**src/rtl/seg_pkg.sv**
```systemverilog
// rtl/seg_pkg.sv - glyph codes, digit-to-anode map and step classification for the scan capture
package seg_pkg;

   // Active-high {g,f,e,d,c,b,a} patterns produced by the display driver
   localparam logic [6:0] SEG_0 = 7'h3F;
   localparam logic [6:0] SEG_1 = 7'h06;
   localparam logic [6:0] SEG_2 = 7'h5B;
   localparam logic [6:0] SEG_3 = 7'h4F;
   localparam logic [6:0] SEG_4 = 7'h66;
   localparam logic [6:0] SEG_5 = 7'h6D;
   localparam logic [6:0] SEG_6 = 7'h7D;
   localparam logic [6:0] SEG_7 = 7'h07;
   localparam logic [6:0] SEG_8 = 7'h7F;
   localparam logic [6:0] SEG_9 = 7'h6F;
   localparam logic [6:0] SEG_A = 7'h77;
   localparam logic [6:0] SEG_B = 7'h7C;
   localparam logic [6:0] SEG_C = 7'h39;
   localparam logic [6:0] SEG_D = 7'h5E;
   localparam logic [6:0] SEG_E = 7'h79;
   localparam logic [6:0] SEG_F = 7'h71;

   // Anode that selects each displayed digit; D3 is the most significant nibble
   localparam logic [3:0] AN_D3 = 4'b1000;
   localparam logic [3:0] AN_D2 = 4'b0001;
   localparam logic [3:0] AN_D1 = 4'b0010;
   localparam logic [3:0] AN_D0 = 4'b0100;

   // What a single sampled scan step does to the capture state
   typedef enum logic [1:0] {
      STEP_NONE,
      STEP_PRIME,
      STEP_ERR,
      STEP_DATA
   } step_e;

   // Nibble position (3 = value[15:12]) for a one-hot anode; only meaningful when one-hot
   function automatic logic [1:0] anode_slot(input logic [3:0] an);
      logic [1:0] slot;
      case (an)
         AN_D3:   slot = 2'd3;
         AN_D2:   slot = 2'd2;
         AN_D1:   slot = 2'd1;
         default: slot = 2'd0;
      endcase
      return slot;
   endfunction

   // True when exactly one anode line is asserted
   function automatic logic anode_onehot(input logic [3:0] an);
      return (an != 4'b0000) && ((an & (an - 4'd1)) == 4'b0000);
   endfunction

endpackage

```
**src/rtl/seg_scan_capture_if.sv**
```systemverilog
// rtl/seg_scan_capture_if.sv - scanned anode/segment bus between a display driver and the capture
interface seg_scan_capture_if;
   logic       scan_en;
   logic [3:0] anodes;
   logic [6:0] segments;

   modport master (output scan_en, output anodes, output segments);
   modport slave  (input  scan_en, input  anodes, input  segments);
endinterface

```
**src/rtl/seg_to_data.sv**
```systemverilog
// rtl/seg_to_data.sv - combinational seven-segment glyph to hex nibble decoder
module seg_to_data
   import seg_pkg::*;
(
   input  logic [6:0] segments,
   output logic [3:0] nibble,
   output logic       glyph_ok
);

   // Inverse of the display's digit encoder; any pattern outside the table is rejected
   always_comb begin
      nibble   = 4'h0;
      glyph_ok = 1'b1;
      case (segments)
         SEG_0:   nibble = 4'h0;
         SEG_1:   nibble = 4'h1;
         SEG_2:   nibble = 4'h2;
         SEG_3:   nibble = 4'h3;
         SEG_4:   nibble = 4'h4;
         SEG_5:   nibble = 4'h5;
         SEG_6:   nibble = 4'h6;
         SEG_7:   nibble = 4'h7;
         SEG_8:   nibble = 4'h8;
         SEG_9:   nibble = 4'h9;
         SEG_A:   nibble = 4'hA;
         SEG_B:   nibble = 4'hB;
         SEG_C:   nibble = 4'hC;
         SEG_D:   nibble = 4'hD;
         SEG_E:   nibble = 4'hE;
         SEG_F:   nibble = 4'hF;
         default: glyph_ok = 1'b0;
      endcase
   end

endmodule

```
**src/rtl/seg_scan_capture.sv**
```systemverilog
// rtl/seg_scan_capture.sv - decodes a multiplexed 4-digit seven-segment scan back into a 16-bit value
module seg_scan_capture
   import seg_pkg::*;
#(
   parameter int SEG_LAG   = 1,
   parameter int ERR_CNT_W = 8
) (
   input  logic                 clk,
   input  logic                 rst_n,
   seg_scan_capture_if.slave    scan,
   output logic [15:0]          value,
   output logic                 value_valid,
   output logic                 value_changed,
   output logic                 err,
   output logic [ERR_CNT_W-1:0] err_cnt
);

   logic [3:0]  anode_d;
   logic        primed;
   logic [15:0] shadow;
   logic [3:0]  seen;

   logic [3:0]  pair_an;
   logic [3:0]  nibble;
   logic        glyph_ok;
   logic [1:0]  slot;
   logic [3:0]  slot_bit;
   logic [15:0] merged;
   logic        frame_done;
   step_e       step;

   // With a lagging bus the segments belong to the anodes of the previous step
   assign pair_an = (SEG_LAG != 0) ? anode_d : scan.anodes;

   seg_to_data u_seg_to_data (
      .segments (scan.segments),
      .nibble   (nibble),
      .glyph_ok (glyph_ok)
   );

   assign slot     = anode_slot(pair_an);
   assign slot_bit = 4'b0001 << slot;

   // Classify the current step: priming load, aborting error, or a digit to store
   always_comb begin
      step = STEP_NONE;
      if (scan.scan_en) begin
         if ((SEG_LAG != 0) && !primed) begin
            step = STEP_PRIME;
         end else if (!anode_onehot(pair_an) || !glyph_ok) begin
            step = STEP_ERR;
         end else begin
            step = STEP_DATA;
         end
      end
   end

   // Shadow with the current nibble dropped into its slot, and whether that closes the frame
   always_comb begin
      merged = shadow;
      merged[{slot, 2'b00} +: 4] = nibble;
      frame_done = (step == STEP_DATA) && ((seen | slot_bit) == 4'b1111);
   end

   // Anode history: the delay register follows every sampled step, priming on the first
   always_ff @(posedge clk or negedge rst_n) begin
      if (!rst_n) begin
         anode_d <= 4'b0000;
         primed  <= 1'b0;
      end else if (scan.scan_en) begin
         anode_d <= scan.anodes;
         primed  <= 1'b1;
      end
   end

   // Frame assembly, error accounting and one-cycle status pulses
   always_ff @(posedge clk or negedge rst_n) begin
      if (!rst_n) begin
         shadow        <= 16'h0000;
         seen          <= 4'b0000;
         value         <= 16'h0000;
         value_valid   <= 1'b0;
         value_changed <= 1'b0;
         err           <= 1'b0;
         err_cnt       <= '0;
      end else begin
         value_valid   <= 1'b0;
         value_changed <= 1'b0;
         err           <= 1'b0;
         case (step)
            STEP_ERR: begin
               err    <= 1'b1;
               seen   <= 4'b0000;
               shadow <= 16'h0000;
               if (err_cnt != '1) begin
                  err_cnt <= err_cnt + ERR_CNT_W'(1);
               end
            end
            STEP_DATA: begin
               shadow <= merged;
               if (frame_done) begin
                  seen          <= 4'b0000;
                  value         <= merged;
                  value_valid   <= 1'b1;
                  value_changed <= (merged != value);
               end else begin
                  seen <= seen | slot_bit;
               end
            end
            default: begin
            end
         endcase
      end
   end

endmodule

```
**src/flat_wrapper.sv**
```systemverilog
// flat-port wrapper written by rule: the top's interface ports become plain ports
module seg_scan_capture_flat import seg_pkg::*;
#(
   parameter int SEG_LAG   = 1,
   parameter int ERR_CNT_W = 8
)
  (clk, rst_n, value, value_valid, value_changed, err, err_cnt, scan_scan_en, scan_anodes, scan_segments);
  seg_scan_capture_if scan_i ();
  input  logic clk;
  input  logic rst_n;
  output logic [15:0] value;
  output logic value_valid;
  output logic value_changed;
  output logic err;
  output logic [ERR_CNT_W-1:0] err_cnt;
  input wire logic [$bits(scan_i.scan_en)-1:0] scan_scan_en;
  input wire logic [$bits(scan_i.anodes)-1:0] scan_anodes;
  input wire logic [$bits(scan_i.segments)-1:0] scan_segments;
  assign scan_i.scan_en = scan_scan_en;
  assign scan_i.anodes = scan_anodes;
  assign scan_i.segments = scan_segments;
  seg_scan_capture #(.SEG_LAG(SEG_LAG), .ERR_CNT_W(ERR_CNT_W)) u_core (.clk(clk), .rst_n(rst_n), .scan(scan_i), .value(value), .value_valid(value_valid), .value_changed(value_changed), .err(err), .err_cnt(err_cnt));
endmodule
```
**config.mk**
```make
export PLATFORM = sky130hd
export DESIGN_NAME = seg_scan_capture_flat
export DESIGN_NICKNAME = d
export VERILOG_FILES = /design/src/rtl/seg_pkg.sv /design/src/rtl/seg_scan_capture_if.sv /design/src/rtl/seg_to_data.sv /design/src/rtl/seg_scan_capture.sv /design/src/flat_wrapper.sv
export SDC_FILE = /design/constraint.sdc
export NUM_CORES = 1
export LEC_CHECK = 0
export CORE_MARGIN = 1.5
export CORE_UTILIZATION = 50
export CTS_CLUSTER_DIAMETER = 120
export DETAILED_ROUTE_END_ITERATION = 8
export PLACE_DENSITY = 0.75
export SYNTH_ARGS = -nofsm -noshare
export SYNTH_HDL_FRONTEND = slang
export SYNTH_HIERARCHICAL = 1
export SYNTH_SLANG_ARGS = --single-unit
```
**constraint.sdc**
```tcl
create_clock -name clk -period 2.8 [get_ports clk]
set_clock_uncertainty 0.1 [all_clocks]
set_input_delay 0.84 -clock clk [delete_from_list [all_inputs] [get_ports clk]]
set_output_delay 0.84 -clock clk [all_outputs]
set_load 0.005 [all_outputs]
```
# After elaboration in Yosys (flattened, before gate mapping)
# Cells that the tools add are included.
dict set report op_classes {
  addsub 3
  n_eq_ne 24
  shifts 3
  mux 15
  bitwise 2
  n_reduce_logical 11
}
# cell count
set op_table {}
lappend op_table {{7-bit equality test, second input constant} 12}
lappend op_table {{4-bit case mux with 15 select lines} 1}
lappend op_table {{16-bit case mux with 2 select lines} 1}
lappend op_table {{16-bit bitwise mux} 1}
lappend op_table {{16-bit != test} 1}
lappend op_table {{16-bit OR reduction} 1}
lappend op_table {{4-bit by 6-bit variable shift with 16-bit output, first input constant} 1}
lappend op_table {{4-bit by 6-bit indexed part select with 16-bit output} 1}
lappend op_table {{7-bit by 3-bit equality test with 1-bit output, second input constant} 2}
lappend op_table {{7-bit by 6-bit equality test with 1-bit output, second input constant} 2}
lappend op_table {{8-bit by 1-bit adder with 8-bit output, second input constant} 1}
lappend op_table {{4-bit equality test, second input constant} 2}
lappend op_table {{8-bit != test, second input constant} 1}
lappend op_table {{4-bit case mux with 2 select lines} 1}
lappend op_table {{1-bit two-way mux} 7}
lappend op_table {{4-bit negation with 6-bit output} 1}
lappend op_table {{2-bit case mux with 3 select lines} 1}
lappend op_table {{4-bit bitwise AND} 1}
lappend op_table {{2-bit equality test, second input constant} 2}
lappend op_table {{4-bit by 1-bit equality test with 1-bit output, second input constant} 1}
lappend op_table {{4-bit by 2-bit equality test with 1-bit output, second input constant} 1}
lappend op_table {{4-bit logical NOT} 1}
lappend op_table {{2-bit two-way mux} 2}
lappend op_table {{4-bit two-way mux} 1}
lappend op_table {{9 further kinds} 12}
dict set report word_totals {
  ff_bits 52
  inputBits 14
  output_inout_bits 27
  word_cells 67
}

# Depth between registers and ports, before layout
dict set report depth {
  depth_word 13
  mapped_depth 12
  depth_no_buf 10
}

# Modules after synthesis
# The synthesis kept the hierarchy.
# module instances cells_each area_per_inst_um2 seq_area_each_um2
set modules_own_cells {}
lappend modules_own_cells {seg_scan_capture 1 263 2708.8 1301.2}
lappend modules_own_cells {seg_to_data 1 57 400.4 0.0}

# Worst setup path before layout
# No wires, ideal clock.
dict set report synth_path {
  path_type {input to register}
  from {in scan_segments[2]}
  to {reg u_core.value_changed}
  setup_ps 136
  t_arrival_ps 2735
  slack_ps -170
  path_stages 12
  n_path_buf 2
  cell_sequence {buf_6 -> nand2b_1 -> nor4b_2 -> o21ai_2 -> o311ai_0 -> clkbuf_1 -> and4b_1 -> a32oi_1 -> xor2_1 -> o21ai_0 -> nor4_1 -> a31oi_1}
}
dict set report synth_between {
  elab_cells_between_ends 31
  cone_classes {18 x eq/ne; 1 x shift; 8 x mux; 4 x reduce/logical}
}
# item line_no
set synth_rtl {}
lappend synth_rtl {{start, declared} flat_wrapper.sv:18} ;# input wire logic [$bits(scan_i.segments)-1:0] scan_segments;
lappend synth_rtl {{7-bit equality test (tied with other cells)} seg_to_data.sv:14} ;# case (segments)
lappend synth_rtl {{4-bit case mux with 15 select lines (*)} seg_to_data.sv:14}
lappend synth_rtl {{net u_core.nibble[2]} seg_scan_capture.sv:24} ;# logic [3:0] nibble;
lappend synth_rtl {{4-bit by 6-bit indexed part select with 16-bit output (*)} seg_scan_capture.sv:61} ;# merged[{slot, 2'b00} +: 4] = nibble;
lappend synth_rtl {{16-bit bitwise mux (*)} seg_scan_capture.sv:61}
lappend synth_rtl {{16-bit != test (*)} seg_scan_capture.sv:105} ;# value_changed <= (merged != value);
lappend synth_rtl {{1-bit two-way mux (*)} seg_scan_capture.sv:101} ;# if (frame_done) begin
lappend synth_rtl {{1-bit two-way mux (*)} seg_scan_capture.sv:90} ;# case (step)
lappend synth_rtl {{end signal, assigned} seg_scan_capture.sv:105}
lappend synth_rtl {{end, declared} seg_scan_capture.sv:13} ;# output logic value_changed,
# Mark *: on every way through the listed nets, which the timed path passes. The rest lies on a longest branch.
# A chain may end at the register's enable or synchronous reset.

# Worst setup path in the final report
dict set report layout_path {
  from {in scan_segments[4]}
  to {reg u_core.value_changed}
}
# Same word-level chain as after synthesis.

==> flow_summary.toml <==
[routing]
routed_wl_um = 8111
vias = 2887
ant_nets = 0
drtIter0Drc = 174
wl_per_cell_um = 16.29
avgViaCountPerCell = 5.797
drc = 0
firstDrtPassIters = 5

[place]
portBuffers = 40
place.gp.congestion = 0.9547
dpl.hpwl_um = 5725
dp_slack_ns = -0.7926

[worst_setup_path]
worstSetupEndpointType = "flip-flop"
crit_slowest_cell = "a211o_1"
cp_max_fo = 5
critPathRequiredTime_ns = 2.87
cpPeakStageDelay_ns = 0.29
cp_cell_sequence = "buf_2 > buf_6 > and3_4 > nor2_4 > o32ai_2 > a211o_1 > and4b_1 > a32oi_2 > xor2_1 > o2111ai_1 > nor4_2 > a31oi_1"
start_kind = "input port"
crit_type = "in -> reg"
arrival_ns = 2.82

[power_and_ir_drop]
leakage_nw = 1.904
p_per_area_nw_per_um2 = 442.3
swShare_pct = 30.96
seq_power_share_pct = 45.8
p_int_mw = 1.329
peakVddDrop_uv = 511.6
power_frac_clock_pct = 23.1
finalPower_mw = 1.925
comb_power_share_pct = 31.1
p_switching_mw = 0.5961

[yosys]
synth.most_common_cell = "dfrtp_1"
synthCells = 320
yosysUniqueCellTypes = 59
yosysWarningCount = 6
yosysSeqAreaShare_pct = 41.85
synth-seq-cells = 52
synth_compound_gate_area_share_pct = 20.97
synth_edf_count = 0
mappedNetlistArea_sq_um = 3109
synth_xor_area_share_pct = 7.284
muxShareOfSynthArea_pct = 1.449
synth_top_area_share_pct = 41.85
syn_nets = 342
synthSimpleGateAreaFrac_pct = 20.04
ys_top_cells_by_count = "dfrtp_1, nand2_1, o21ai_0, xnor2_1, nor2_1"
synth_area_leaders = "dfrtp_1, xnor2_1, o21ai_0"
yosys.area.top_type = "dfrtp_1"
async_reset_ff_share_pct = 100.0
synth_fa_ha_area_share_pct = 3.219
synth.avg_cell_area_sq_um = 9.716
synth_top_family_by_area = "compound AO/OA/AOI/OAI gates"
ys.flop_type = "dfrtp_1"

[timing]
setup_viol = 0
post-route-period-util_pct = 98.18
timing.final.hold_violations = 0
tightest_slew_ns = 0.4445
maxSlewViolCount = 0
finalCriticalPeriod_ns = 2.749
rsz0062_at_grt = "true"
fin_ws_ns = 0.05086
slew_headroom_pct = 70.05
timing.fmax_mhz = 363.8

[clock_network]
root_buffer = "clkbuf_8"
htreeDepth = 2
clk_pin_slew_worst_paths_ns = 0.09
cts_hold_buf = 0
cts_buffers = 5
cts_tree = "built"
clk_latency_ns = 0.31
clockBufferDepth = 2
cts.sinks = 52

[die]
pin_count = 41
core.rowCount = 28
core_sq_um = 5956
die_x_um = 81.86
initial_core_util_pct = 52.21
die_h_um = 81.86
dieArea_sq_um = 6700

[final_layout]
drive_gt1_share_pct = 33.81
multiInputGateArea_sq_um = 1864
n_fill_cell = 445
fin_util_pct = 73.09
regArea_sq_um = 1301
area_growth_syn_to_layout_pct = 40.00
final_nets = 445
diodes = 0

[global_route]
grt_pass1_vias = 2707
grt_first_pass_wirelength_um = 12900
grt_max_degree = 33
grt_overflow = 0
grtUsageTotal_pct = 25.39
antenna_found_initial = 0

[flow_run]
drv_cap = 0

[outcome]
status = "completed"

[hold_path]
hp-class = "in -> async"
critical path: cells and delay by family:
family | cells | cell delay (ns)
AOI/OAI and AO/OA | 5 | 0.92
xor gates and xnor gates | 1 | 0.17
buffers and inverters | 2 | 0.24
and+or+nand+nor | 4 | 0.64
registers in the layout (all words and copies together) (netlist names):
name                  flops
u_core/value             16
u_core/shadow            16
u_core/value_changed      1
u_core/seen               4
u_core/anode_d            4
u_core/value_valid        1
u_core/err_cnt            8
u_core/err                1
u_core/primed             1
worst paths after layout:
check | start | end | slack [ns] | cells after the start
setup / recovery | scan_segments[4] | u_core/value_changed | 0.05 | 12
hold / removal | rst_n | u_core/value[3] | 0.26 | 1
setup reg to reg | u_core/anode_d[1] | u_core/value_changed | 0.08 | 12
hold reg to reg | u_core/shadow[15] | u_core/shadow[15] | 0.39 | 1
max in group asynchronous | rst_n | u_core/seen[1] | 1.76 | 2
min in group clk | u_core/shadow[15] | u_core/shadow[15] | 0.39 | 1
logic make-up (layout without fill, tap and decap cells):
family | count (synthesis) | in the layout
and+or+nand+nor | 111 | 111
AOI/OAI and AO/OA | 92 | 92
DFF | 52 | 52
buffers and inverters | 28 | 131
xor gates and xnor gates | 25 | 25
adders and majority gates | 8 | 8
muxes | 4 | 4
final cells by class:
cell class / instances / area share, %
clock buffer: 6 / 1.897
tap: 75 / 2.156
multi-input combinational: 240 / 42.83
clock inverter: 1 / 0.2012
timing repair buffer: 115 / 22.16
sequential: 52 / 29.89
inverter: 9 / 0.8623
power by group through the flow:
stage | registers, mW | logic [mW] | clock network (mW)
global route | 0.894 | 0.650 | 0.490
floorplan | 0.895 | 0.268 | 0
global placement | 0.894 | 0.518 | 0
CTS | 0.882 | 0.577 | 0.456
detailed placement | 0.896 | 0.533 | 0
finish | 0.881 | 0.599 | 0.444
repair_timing:
item | 4_1_cts | 5_1_grt
setup endpoints to repair | 34 | 1
resized for setup | 51 | 19
gates cloned | 1 | 0
setup buffers | 11 | 4
pin swaps | 12 | 18
layout by cell type (no fill, tap or decap), drive strengths merged, types with 3 or more instances in the layout:
master         Yosys  layout
a21oi             15      15
a22o               4       4
a31oi              8       8
a32o              12      12
a32oi              3       3
and2               3       3
and3               4       4
and4b              3       3
buf               10      79
clkbuf             9      10
clkdlybuf4s50      0      32
dfrtp             52      52
ha                 8       8
inv                9       8
mux2               4       4
nand2             29      29
nand2b             3       3
nand3              8       8
nand4              4       4
nor2              16      16
nor2b             13      13
nor3               9       9
nor4               5       5
o211a              3       3
o21ai             30      30
o22ai              3       3
or2                4       4
xnor2             18      18
xor2               7       7
through the flow:
| stage | hold WS, ns | TNS (ns) | area [sq um] | std cells |
|---|---|---|---|---|
| 6_report | 0.2571 | 0 | 4353 | 498 |
| 5_1_grt | 0.2445 | -0.05983 | 4353 | 498 |
| 4_1_cts | 0.2476 | 0 | 4270 | 495 |
| 3_5_place_dp | 0.3741 | -17.00 | 3961 | 476 |
| 3_3_place_gp | 0.3663 | -15.26 | 3961 | 476 |
| 2_1_floorplan | 0.3540 | -0.05870 | 3156 | 320 |
routing by layer:
metal | global-route usage (%) | part of all wire (%) | vias up
met2 | 42.62 | 50 | 91
met5 | 0 | 0 | -
li1 | - | - | 1375
met3 | 3.667 | 3.9 | 21
met4 | 12.03 | 3.2 | 0
met1 | 31.96 | 43 | 1400
(Power assumes the default switching activity.)
